===== config.mk =====
export PLATFORM = sky130hd
export DESIGN_NAME = pipelined_segmented_adder
export DESIGN_NICKNAME = d
export VERILOG_FILES = /design/src/rtl/pipelined_segmented_adder_segment.sv /design/src/rtl/pipelined_segmented_adder.sv
export SDC_FILE = /design/constraint.sdc
export NUM_CORES = 1
export LEC_CHECK = 0
export ABC_AREA = 0
export BUFFER_PORTS_ARGS = -buffer_cell sky130_fd_sc_hd__buf_4
export CORE_MARGIN = 10
export CORE_UTILIZATION = 50
export DETAILED_ROUTE_END_ITERATION = 10
export PLACE_DENSITY_LB_ADDON = 0.1
export SYNTH_ARGS = -nofsm -noshare
export SYNTH_HDL_FRONTEND = slang
export SYNTH_SLANG_ARGS = --single-unit

===== constraint.sdc =====
create_clock -name clk -period 2.3 [get_ports clk]
set_input_delay 0.115 -clock clk [delete_from_list [all_inputs] [get_ports clk]]
set_output_delay 0.115 -clock clk [all_outputs]
set_load 0.03 [all_outputs]

===== src/rtl/pipelined_segmented_adder_segment.sv =====
// adder_segment: SEG_W-bit combinational add of x, y and ci.
// Also reports the carry into its top bit so the final stage can form signed overflow.
module adder_segment #(
    parameter int SEG_W = 4
) (
    input  logic [SEG_W-1:0] x,
    input  logic [SEG_W-1:0] y,
    input  logic             ci,
    output logic [SEG_W-1:0] s,
    output logic             co,
    output logic             c_msb_in
);

    logic [SEG_W:0] full;

    always_comb begin
        full     = {1'b0, x} + {1'b0, y} + {{SEG_W{1'b0}}, ci};
        s        = full[SEG_W-1:0];
        co       = full[SEG_W];
        // The carry into the top bit is recovered from its sum bit and its operand bits.
        c_msb_in = full[SEG_W-1] ^ x[SEG_W-1] ^ y[SEG_W-1];
    end

endmodule


===== src/rtl/pipelined_segmented_adder.sv =====
// Pipelined carry-chain adder/subtractor: one SEG_W-bit segment per stage, registered
// carry between stages, valid/ready handshake with a single global advance enable.
module pipelined_segmented_adder #(
    parameter int WIDTH = 16,
    parameter int SEG_W = 4
) (
    input  logic             clk,
    input  logic             rst_n,
    input  logic             in_valid,
    output logic             in_ready,
    input  logic [WIDTH-1:0] a,
    input  logic [WIDTH-1:0] b,
    input  logic             cin,
    input  logic             sub,
    output logic             out_valid,
    input  logic             out_ready,
    output logic [WIDTH-1:0] sum,
    output logic             cout,
    output logic             ovf
);

    localparam int SEG_SAFE = (SEG_W < 1) ? 1 : SEG_W;
    localparam int NSEG     = WIDTH / SEG_SAFE;

    if (SEG_W < 1) begin : g_bad_seg_w
        $error("pipelined_segmented_adder: SEG_W must be at least 1");
    end else if (WIDTH % SEG_SAFE != 0) begin : g_bad_width
        $error("pipelined_segmented_adder: WIDTH must be a multiple of SEG_W");
    end

    logic en;

    always_comb begin
        en       = !out_valid || out_ready;
        in_ready = en;
    end

    for (genvar k = 0; k < NSEG; k++) begin : stage
        localparam int W_IN = WIDTH - k * SEG_W;

        logic [W_IN-1:0]          x_src;
        logic [W_IN-1:0]          y_src;
        logic                     ci_src;
        logic                     v_src;
        logic [SEG_W-1:0]         s;
        logic                     co;
        logic [(k+1)*SEG_W-1:0]   sum_next;
        logic [(k+1)*SEG_W-1:0]   sum_q;
        logic                     v_q;
        logic                     c_q;

        if (k == 0) begin : g_src
            always_comb begin
                x_src    = a;
                y_src    = sub ? ~b : b;
                ci_src   = sub | cin;
                v_src    = in_valid;
                sum_next = s;
            end
        end else begin : g_src
            always_comb begin
                x_src    = stage[k-1].g_ops.a_q;
                y_src    = stage[k-1].g_ops.b_q;
                ci_src   = stage[k-1].c_q;
                v_src    = stage[k-1].v_q;
                sum_next = {s, stage[k-1].sum_q};
            end
        end

        // Operands shrink by one segment per stage; the last stage carries none forward.
        if (k < NSEG - 1) begin : g_ops
            logic [W_IN-SEG_W-1:0] a_q;
            logic [W_IN-SEG_W-1:0] b_q;
            logic                  c_msb_unused;

            adder_segment #(.SEG_W(SEG_W)) u_seg (
                .x        (x_src[SEG_W-1:0]),
                .y        (y_src[SEG_W-1:0]),
                .ci       (ci_src),
                .s        (s),
                .co       (co),
                .c_msb_in (c_msb_unused)
            );

            always_ff @(posedge clk or negedge rst_n) begin
                if (!rst_n) begin
                    a_q <= '0;
                    b_q <= '0;
                end else if (en && v_src) begin
                    a_q <= x_src[W_IN-1:SEG_W];
                    b_q <= y_src[W_IN-1:SEG_W];
                end
            end
        end else begin : g_last
            logic c_msb;
            logic m_q;

            adder_segment #(.SEG_W(SEG_W)) u_seg (
                .x        (x_src),
                .y        (y_src),
                .ci       (ci_src),
                .s        (s),
                .co       (co),
                .c_msb_in (c_msb)
            );

            always_ff @(posedge clk or negedge rst_n) begin
                if (!rst_n) begin
                    m_q <= 1'b0;
                end else if (en && v_src) begin
                    m_q <= c_msb;
                end
            end
        end

        // Data registers load only behind a valid token, so bubbles leave the output held.
        always_ff @(posedge clk or negedge rst_n) begin
            if (!rst_n) begin
                v_q   <= 1'b0;
                c_q   <= 1'b0;
                sum_q <= '0;
            end else if (en) begin
                v_q <= v_src;
                if (v_src) begin
                    c_q   <= co;
                    sum_q <= sum_next;
                end
            end
        end
    end

    always_comb begin
        out_valid = stage[NSEG-1].v_q;
        sum       = stage[NSEG-1].sum_q;
        cout      = stage[NSEG-1].c_q;
        ovf       = stage[NSEG-1].c_q ^ stage[NSEG-1].g_last.m_q;
    end

endmodule


==> impl_results.md <==
- Pre-Repair DR Iteration Count: 4
- Max-slew headroom: ~53%
- First-pass GRT wire length: about 13000 um
- Tmin final: about 1.8 ns
- DP HPWL: between 5000 and 6000 um
- Die height: approximately 110 um
- Post-CTS sizing: 0
- Setup TNS: 0 ns
- Clock Tree Buf Depth: 2
- Num rows: 33
- Slew Limit Fails: 0
- Cell count after placement: 472
- Post-synthesis sequential area ratio: roughly 56%
- Placed Area: 4790 sq um
- CTS tree: done
- Avg Inst Size Synth: between 10 and 15 sq um
- Syn Inst Count: around 320
- Post-Place Worst Slack: just under 0.5 ns
- Post-synth cell types: 26
- WP data arrival: 2.04 ns
- Final instance area: a little over 5000 sq um
- DRT Wirelength: roughly 7300 um
- Clock Pin Slew Worst Setup and Hold Paths: about 0.09 ns
- Post-synth EDFFs: 0
- Post-synthesis async set-or-reset flop share: 100%
- GRT Util Overall: roughly 12%
- Die Area: approximately 13000 sq um
- Clock Skews: roughly 0.012 ns
- Dominant synthesized flop cell: dfrtp_1
- Status: completed
- Final setup viols: 0
- CP max FO: 2
- Worst slew pin tran: ~0.7 ns
- CP endpoint kind: flip-flop
- Worst hold margin: approximately 0.04 ns
- Mapped Area: approximately 4300 sq um
- Fin cells: 501
- Root Driver: clkbuf_8
- Nets@finish: between 400 and 500
- Placer congestion estimate: 0.742
- Final Cycle Share: 79.9%
- Initial Util: 51.8%
- Chip Width: approximately 110 um
- GRT overflow: 0
- Final WS setup: roughly 0.46 ns
- Number of synthesized register bits: 97
- DR WL/cell: between 10 and 15 um
- Final Hold Fails: 0
- Max_cap viols: 0
- # clock sinks: 97
- Yosys warnings: 0
- CP startpoint kind: flip-flop
- Initial antenna violation count: 0
- Largest net degree at the start of global routing: 52
- Req. time, crit path: around 2.5 ns
- Port Buf Inserts: 57
- HP Class: in2reg
- I/O Pins: 58
- Vias in the first global route: 2634
- Worst vdd ir: ~0.00052 V
- P&R area growth vs syn: 19.1%
- Overall power: a little under 7 mW
- Leak: approximately 2.4 nW
- Post-Route Utilization: roughly three fifths
- N_diodes: 0
- Vias/cell: 4.97
- Syn nets: 380
- DRC Markers: 0
- Layout cell share with drive strength beyond 1: a little over a third
- Max frequency: 544 MHz
- Post-route ant nets: 0
- Commonest non-fill, non-tap cell in the layout: dfrtp_1
- Maximum level of the CTS H-tree: 3
- DR iter-0 viols: 76
- Worst skew pair latency: 0.35 ns
- RSZ-0062 raised after global routing: no
- Vias after detailed routing: around 2500
- Critical path class: reg2reg
- Placeable Area: between 8000 and 9000 sq um
- Pwr per Cell Area: between 1000 and 1500 nW/um^2
- CTS Buf Count: 9
- Commonest cells after routing, fill and taps aside: 97 x dfrtp_1, 62 x mux2_2, 57 x buf_4, 36 x nand2_1, 28 x o21ai_0
## layout make-up
class                           instances  area [sq um]
Multi-Input combinational cell        200          1730
Timing Repair Buffer                   71           578
Clock buffer                           10           138
Sequential cell                        97          2430
Clock inverter                          6          67.6
Fill cell                             674          3170
Tap cell                              105           131
Inverter                               12          50.0
## registers in the layout, summed over array words and instances, names as in the netlist
| signal | cells |
|---|---|
| stage.c_q | 3 |
| stage.v_q | 3 |
| stage.sum_q | 24 |
| stage.g_ops.b_q | 24 |
| cout | 1 |
| stage.g_ops.a_q | 24 |
| stage.g_last.m_q | 1 |
| sum | 16 |
| out_valid | 1 |
## cell usage after synthesis (3+ instances only)
| cell | count | area, sq um |
|---|---|---|
| dfrtp_1 | 97 | 2430 |
| mux2_2 | 62 | 698 |
| nand2_1 | 36 | 135 |
| o21ai_0 | 28 | 140 |
| xnor2_1 | 17 | 149 |
| ha_1 | 12 | 150 |
| inv_1 | 11 | 41.3 |
| xor2_1 | 10 | 87.6 |
| fa_1 | 8 | 160 |
| a21oi_1 | 7 | 35.0 |
| a21o_1 | 6 | 45.0 |
| buf_4 | 6 | 45.0 |
| buf_2 | 4 | 20.0 |
| mux2_4 | 3 | 45.0 |
## where the power goes
group | leakage (nW) | internal, mW | switching (mW)
combinational | 1.14 | 1.45 | 1.39
sequential | 1.17 | 2.47 | 0.435
clock | 0.0985 | 0.534 | 0.585
## routing by layer
layer	share of wire (%)	global-route usage (%)
met3	5.0	3.70
met5	0	0
met1	50	16.4
met2	44	17.7
met4	1.1	4.06
## what timing repair did
action                    CTS  global route
hold endpoints to repair   58             0
hold buffers               13             0
setup buffers               0             0
## cells by family after synthesis
kind of cell	Yosys count	synth area share (%)
AO/OA/AOI/OAI	43	5.47
XOR/XNOR	27	5.50
adder cells (fa/ha/maj)	20	7.21
buffers and inverters	25	3.29
flip-flops	97	56.4
multiplexers	65	17.3
AND/OR/NAND/NOR	45	4.83
## critical path, cell delays in order (launching register included)
cell,delay [ns]
dfrtp_1,0.41
fa_1,0.47
fa_1,0.43
a21o_1,0.17
a21oi_1,0.14
o21ai_0,0.08
## final timing paths
check                                             startpoint                           endpoint  slack, ns  depth (start not counted)
max in group asynchronous                              rst_n  stage[0].g_ops.b_q[5]$_DFFE_PN0P_       1.31                          3
setup reg to reg                    stage[0].c_q$_DFFE_PN0P_           stage[1].c_q$_DFFE_PN0P_       0.46                          5
min in group asynchronous                              rst_n                 sum[6]$_DFFE_PN0P_       0.31                          2
hold reg to reg            stage[0].g_ops.b_q[8]$_DFFE_PN0P_  stage[0].g_ops.b_q[8]$_DFFE_PN0P_       0.48                          2
hold / removal                                         b[10]  stage[0].g_ops.b_q[6]$_DFFE_PN0P_       0.04                          3
setup / recovery                    stage[0].c_q$_DFFE_PN0P_           stage[1].c_q$_DFFE_PN0P_       0.46                          5
Power figures use the tool's default switching activity.
